[src/rtl/pwm_timer_multi.sv]
// Multi-channel PWM timer: shared counter, per-channel compare outputs,
// double-buffered period/compare, up, down and centre-aligned modes.
module pwm_timer_multi #(
  parameter int WIDTH    = 16,
  parameter int CHANNELS = 4
) (
  input  logic                      clk,
  input  logic                      reset,
  input  logic [1:0]                control,
  input  logic [WIDTH-1:0]          max_count,
  input  logic [CHANNELS*WIDTH-1:0] compare,
  input  logic                      load,
  input  logic [CHANNELS-1:0]       polarity,
  output logic [WIDTH-1:0]          count,
  output logic                      dir,
  output logic                      period_end,
  output logic [CHANNELS-1:0]       signal
);

  typedef enum logic [1:0] {
    STOP = 2'b00,
    UP   = 2'b01,
    DOWN = 2'b10,
    UPDN = 2'b11
  } mode_t;

  localparam logic [WIDTH-1:0] ONE = WIDTH'(1);

  mode_t                      mode;
  logic [WIDTH-1:0]           max_act;
  logic [WIDTH-1:0]           max_nxt;
  logic [WIDTH-1:0]           cnt_nxt;
  logic [CHANNELS*WIDTH-1:0]  cmp_act;
  logic [CHANNELS*WIDTH-1:0]  cmp_nxt;
  logic [CHANNELS-1:0]        raw;
  logic                       dir_nxt;
  logic                       bnd;
  logic                       xfer;
  logic                       pending;

  assign mode = mode_t'(control);

  always_comb begin
    cnt_nxt = count;
    dir_nxt = dir;
    bnd     = 1'b0;
    unique case (mode)
      STOP: ;
      UP: begin
        dir_nxt = 1'b0;
        if (count >= max_act) begin
          cnt_nxt = '0;
          bnd     = 1'b1;
        end else begin
          cnt_nxt = count + ONE;
        end
      end
      DOWN: begin
        dir_nxt = 1'b1;
        // reload uses the period that becomes active on this edge
        if (count == '0) begin
          cnt_nxt = (pending || load) ? max_count : max_act;
          bnd     = 1'b1;
        end else begin
          cnt_nxt = count - ONE;
        end
      end
      UPDN: begin
        if (!dir) begin
          if (count >= max_act) begin
            if (max_act == '0) begin
              cnt_nxt = '0;
              bnd     = 1'b1;
            end else begin
              cnt_nxt = max_act - ONE;
              dir_nxt = 1'b1;
            end
          end else begin
            cnt_nxt = count + ONE;
          end
        end else if (count <= ONE) begin
          cnt_nxt = '0;
          dir_nxt = 1'b0;
          bnd     = 1'b1;
        end else begin
          cnt_nxt = count - ONE;
        end
      end
      default: ;
    endcase
  end

  assign xfer    = bnd && (pending || load);
  assign max_nxt = xfer ? max_count : max_act;
  assign cmp_nxt = xfer ? compare : cmp_act;

  // compare against the next count so outputs line up with count
  for (genvar i = 0; i < CHANNELS; i++) begin : g_cmp
    assign raw[i] = cnt_nxt < cmp_nxt[i*WIDTH +: WIDTH];
  end

  always_ff @(posedge clk) begin
    if (reset) begin
      count      <= '0;
      dir        <= 1'b0;
      period_end <= 1'b0;
      pending    <= 1'b0;
      max_act    <= max_count;
      cmp_act    <= compare;
      signal     <= polarity;
    end else begin
      count      <= cnt_nxt;
      dir        <= dir_nxt;
      period_end <= bnd;
      pending    <= xfer ? 1'b0 : (pending | load);
      max_act    <= max_nxt;
      cmp_act    <= cmp_nxt;
      signal     <= raw ^ polarity;
    end
  end

endmodule
[config.mk]
export PLATFORM = sky130hd
export DESIGN_NAME = pwm_timer_multi
export DESIGN_NICKNAME = d
export VERILOG_FILES = /design/src/rtl/pwm_timer_multi.sv
export SDC_FILE = /design/constraint.sdc
export NUM_CORES = 1
export LEC_CHECK = 0
export CORE_ASPECT_RATIO = 1.75
export CORE_UTILIZATION = 40
export DETAILED_ROUTE_END_ITERATION = 7
export GPL_ROUTABILITY_DRIVEN = 0
export PLACE_DENSITY = 0.59
export SLEW_MARGIN = 0
export SYNTH_ARGS = -nofsm -noshare
export SYNTH_HDL_FRONTEND = slang
export SYNTH_SLANG_ARGS = --single-unit
[constraint.sdc]
create_clock -name clk -period 12.6 [get_ports clk]
set_input_delay 3.78 -clock clk [delete_from_list [all_inputs] [get_ports clk]]
set_output_delay 3.78 -clock clk [all_outputs]
set_load 0.05 [all_outputs]
==> flow_metrics.py <==
metrics = {
    "outcome": {
        "status": "finished, final reports clean",
    },
    "layout": {
        "drive_above_1_share_pct": 4.65,
        "areaGrowthSynthToFinish_pct": 18.6,
        "fillerInstances": 1949,
        "ff_latch_area_mm2": 0.00222,
        "finalNetCount": 1132,
        "postLayoutCellArea_mm2": 0.00966,
        "final_common_cell": "clkdlybuf4s50_1",
        "multi_input_area_mm2": 0.00554,
        "antenna_cells": 0,
        "final_cell_mix": "110 x clkdlybuf4s50_1, 87 x dfxtp_1, 81 x ha_1",
    },
    "worst_hold_path": {
        "hold_depth": 1,
        "min-delay-start": "cmp_act[41]",
        "hold_class": "register to register",
    },
    "setup_path": {
        "crit_path_top_delay_cell": "clkdlybuf4s50_1",
        "slowest_delay_ps": 800,
        "crit_arrival_ps": 9250,
        "path_cells": "clkdlybuf4s50_1 > nor2b_1 > nand3_1 > or2_1 > o31ai_2 > o22ai_4 > buf_4 > mux2i_1 > ha_1 > a21o_1 > a21o_1 > a211oi_1 > o21ai_0 > a2111oi_0 > mux2i_1 > o211ai_1",
        "crit_path_end_kind": "register",
        "critPathLaunchType": "primary input",
        "r2r_cells": 18,
        "crit_fanout": 21,
        "timing_worst_setup_path_type": "primary input to register",
        "critPathLaunch": "control[1]",
        "worstPathRequired_ps": 12840,
        "r2r_start": "count[0]",
    },
    "sta": {
        "finalCritPeriodShare_pct": 71.5,
        "hold_viol": 0,
        "tightest_slew_ps": 956,
        "drv_slew": 0,
        "fin_setup_tns_ps": 0,
        "max_freq_mhz": 111,
        "slew_headroom_pct": 36.2,
        "finalCriticalPeriod_ps": 9010,
        "finClkSkew_ps": 9.58,
        "finalSetupViolCount": 0,
        "rsz0062_at_grt": "no",
    },
    "yosys": {
        "synth_top_family_by_area": "compound AO/OA/AOI/OAI gates",
        "synth.yosys.seq_area_share_pct": 27.3,
        "synth_edf_count": 16,
        "synth_compound_area_share_pct": 19.3,
        "synth_flop_cell": "dfxtp_1",
        "ys_async_sr_fraction_pct": 0,
        "ys_ff_latch": 103,
        "synth_nets": 1051,
        "syn-cell-area_mm2": 0.00815,
        "synth_area_leader_cell": "dfxtp_1",
        "synthTopCellsByArea": "dfxtp_1 21%, ha_1 12%, mux2i_1 9.2%",
        "syn_avg_cell_area_um2": 9.25,
        "synthXorXnorAreaFrac_pct": 3.55,
        "ys_types": 76,
        "synthAdderAreaFrac_pct": 12.4,
        "synth_top_cell_area_share_pct": 21.4,
        "synthSimpleGateAreaFrac_pct": 14.2,
        "ys_warn_count": 0,
        "synth_mux_area_share_pct": 18.3,
        "synth_cells": 881,
    },
    "place": {
        "dp_hpwl_um": 20400,
        "placed_area_mm2": 0.00938,
        "io_buffers": 110,
    },
    "cts": {
        "hold_buffers": 0,
        "clk_pin_slew_ps": 70,
        "cts_setup_buffers": 0,
        "clockBufferDepth": 2,
        "cts_buffers": 9,
        "ctsRootBufferMaster": "clkbuf_16",
        "cts_resized": 0,
        "cts_tree": "done",
        "cts.sinks": 103,
        "h-tree-depth": 3,
        "clk_latency_ps": 360,
    },
    "drt": {
        "via_count": 7354,
        "drtAntennaViolNets": 0,
        "initialDrtViolationCount": 299,
        "dr.pass1.iters": 5,
        "drc": 0,
        "wirelength_um": 26000,
        "vias_per_cell": 6.07,
        "drt-wirelength-per-cell_um": 21.5,
    },
    "global_routing": {
        "grt_use_total_pct": 25.7,
        "grt_pass1_vias": 7488,
        "grt_pass1_wl_um": 39900,
        "antenna_found_initial": 0,
        "grt_start_max_net_pins": 78,
        "grt-ovfl-total": 0,
    },
    "pwr": {
        "seqPwrFrac_pct": 34.5,
        "ir_worst_vdd_uv": 83.7,
        "power_switching_uw": 483,
        "leakagePower_nw": 4.27,
        "pwr-share-comb_pct": 43.0,
        "p_sw_share_pct": 39.0,
        "power_density_mw_per_mm2": 128,
        "p_int_uw": 754,
        "clockPowerShare_pct": 22.5,
    },
    "floorplan": {
        "initial_utilization_pct": 41.1,
        "rows": 68,
        "die_area_mm2": 0.0210,
        "coreArea_mm2": 0.0198,
        "die_h_um": 191,
        "io_pins": 111,
        "fp.dieW_um": 110,
    },
    "run": {
        "cap_violations": 0,
    },
}
-- Yosys cell counts, types with 3 or more instances --
cell       count
or3_1          6
o22a_1         4
o21a_1        13
nor2_1        57
mux2_1        58
buf_2         12
nand3_1       23
a221o_1        3
o311ai_0       4
buf_1          3
nor2b_1       10
inv_1         25
dfxtp_1       87
o221ai_1       3
o2111ai_1      5
a31oi_1       13
xnor2_1       17
and4_1         7
o31ai_1        5
a22oi_1        4
a221oi_1       4
clkbuf_1      31
o32a_1         3
mux2_2         8
and2_1         6
nor3_1        23
edfxtp_1      16
a21o_1        20
a21oi_1       33
mux2i_1       75
xor2_1        16
a22o_1         3
nand4_1       17
ha_1          81
buf_8          6
and3_1         5
a211oi_1      15
o211ai_1      10
nor4_1         8
o21ai_0       30
o31a_1         5
nand2_1       49
o32ai_1        5
or4_1          4
a2111oi_0      5
-- worst max-delay path: cells and delay by family --
| kind | cells | cell delay [ps] |
|---|---|---|
| buffers and inverters | 2 | 1280 |
| multiplexers | 2 | 520 |
| AO/OA/AOI/OAI | 8 | 2440 |
| AND/OR/NAND/NOR | 3 | 940 |
| adder cells (fa/ha/maj) | 1 | 260 |
-- power by group through the flow --
stage | Clock (mW) | Sequential, mW | Combinational [mW]
final | 0.279 | 0.427 | 0.531
after global routing | 0.301 | 0.432 | 0.587
after global placement | 0 | 0.433 | 0.522
after CTS | 0.286 | 0.426 | 0.532
after detailed placement | 0 | 0.433 | 0.529
after floorplan | 0 | 0.439 | 0.350
-- path summary, 6_finish.rpt --
| path | endpoint | slack (ps) |
|---|---|---|
| max | signal[3] | 3590 |
| min | cmp_act[41] | 460 |
| max reg2reg | signal[3] | 6430 |
| min reg2reg | cmp_act[41] | 460 |
-- flip-flops by register name (all words and copies together) (netlist names) --
name / flops
cmp_act: 64
count: 16
dir: 1
max_act: 16
pending: 1
period_end: 1
signal: 4
-- area by class of cell --
type	instances	share of cell area, %
Sequential cell	103	23.0
Clock buffer	11	2.41
Multi-Input combinational cell	698	57.4
Inverter	27	1.13
Tap cell	245	3.17
Clock inverter	5	0.518
Timing Repair Buffer	123	12.4
-- cell families after synthesis --
family / count (synthesis)
XOR/XNOR: 33
multiplexers: 141
AND/OR/NAND/NOR: 227
buffers and inverters: 80
flip-flops: 103
AO/OA/AOI/OAI: 216
adder cells (fa/ha/maj): 81
-- metal layers --
layer	track usage, %	up-vias	wire, um	share of wire (%)
li1	-	3533	-	-
met1	26.0	3493	9460	36
met2	46.9	247	13700	53
met3	4.17	81	1200	4.6
met4	17.6	0	1650	6.4
met5	0	-	0	0
-- stage by stage --
stage | setup WS, ps | utilization [%] | std cells | total power [mW] | hold WS (ps)
global placement | 3350 | 47.3 | 1196 | 0.955 | 440
CTS | 3640 | 48.7 | 1212 | 1.24 | 464
global route | 3280 | 48.7 | 1212 | 1.32 | 473
finish | 3590 | 48.7 | 1212 | 1.24 | 461
detailed placement | 3260 | 47.3 | 1196 | 0.962 | 447
floorplan | 5390 | - | 881 | 0.790 | 434
Note: power is estimated with default switching activity, not from simulation.
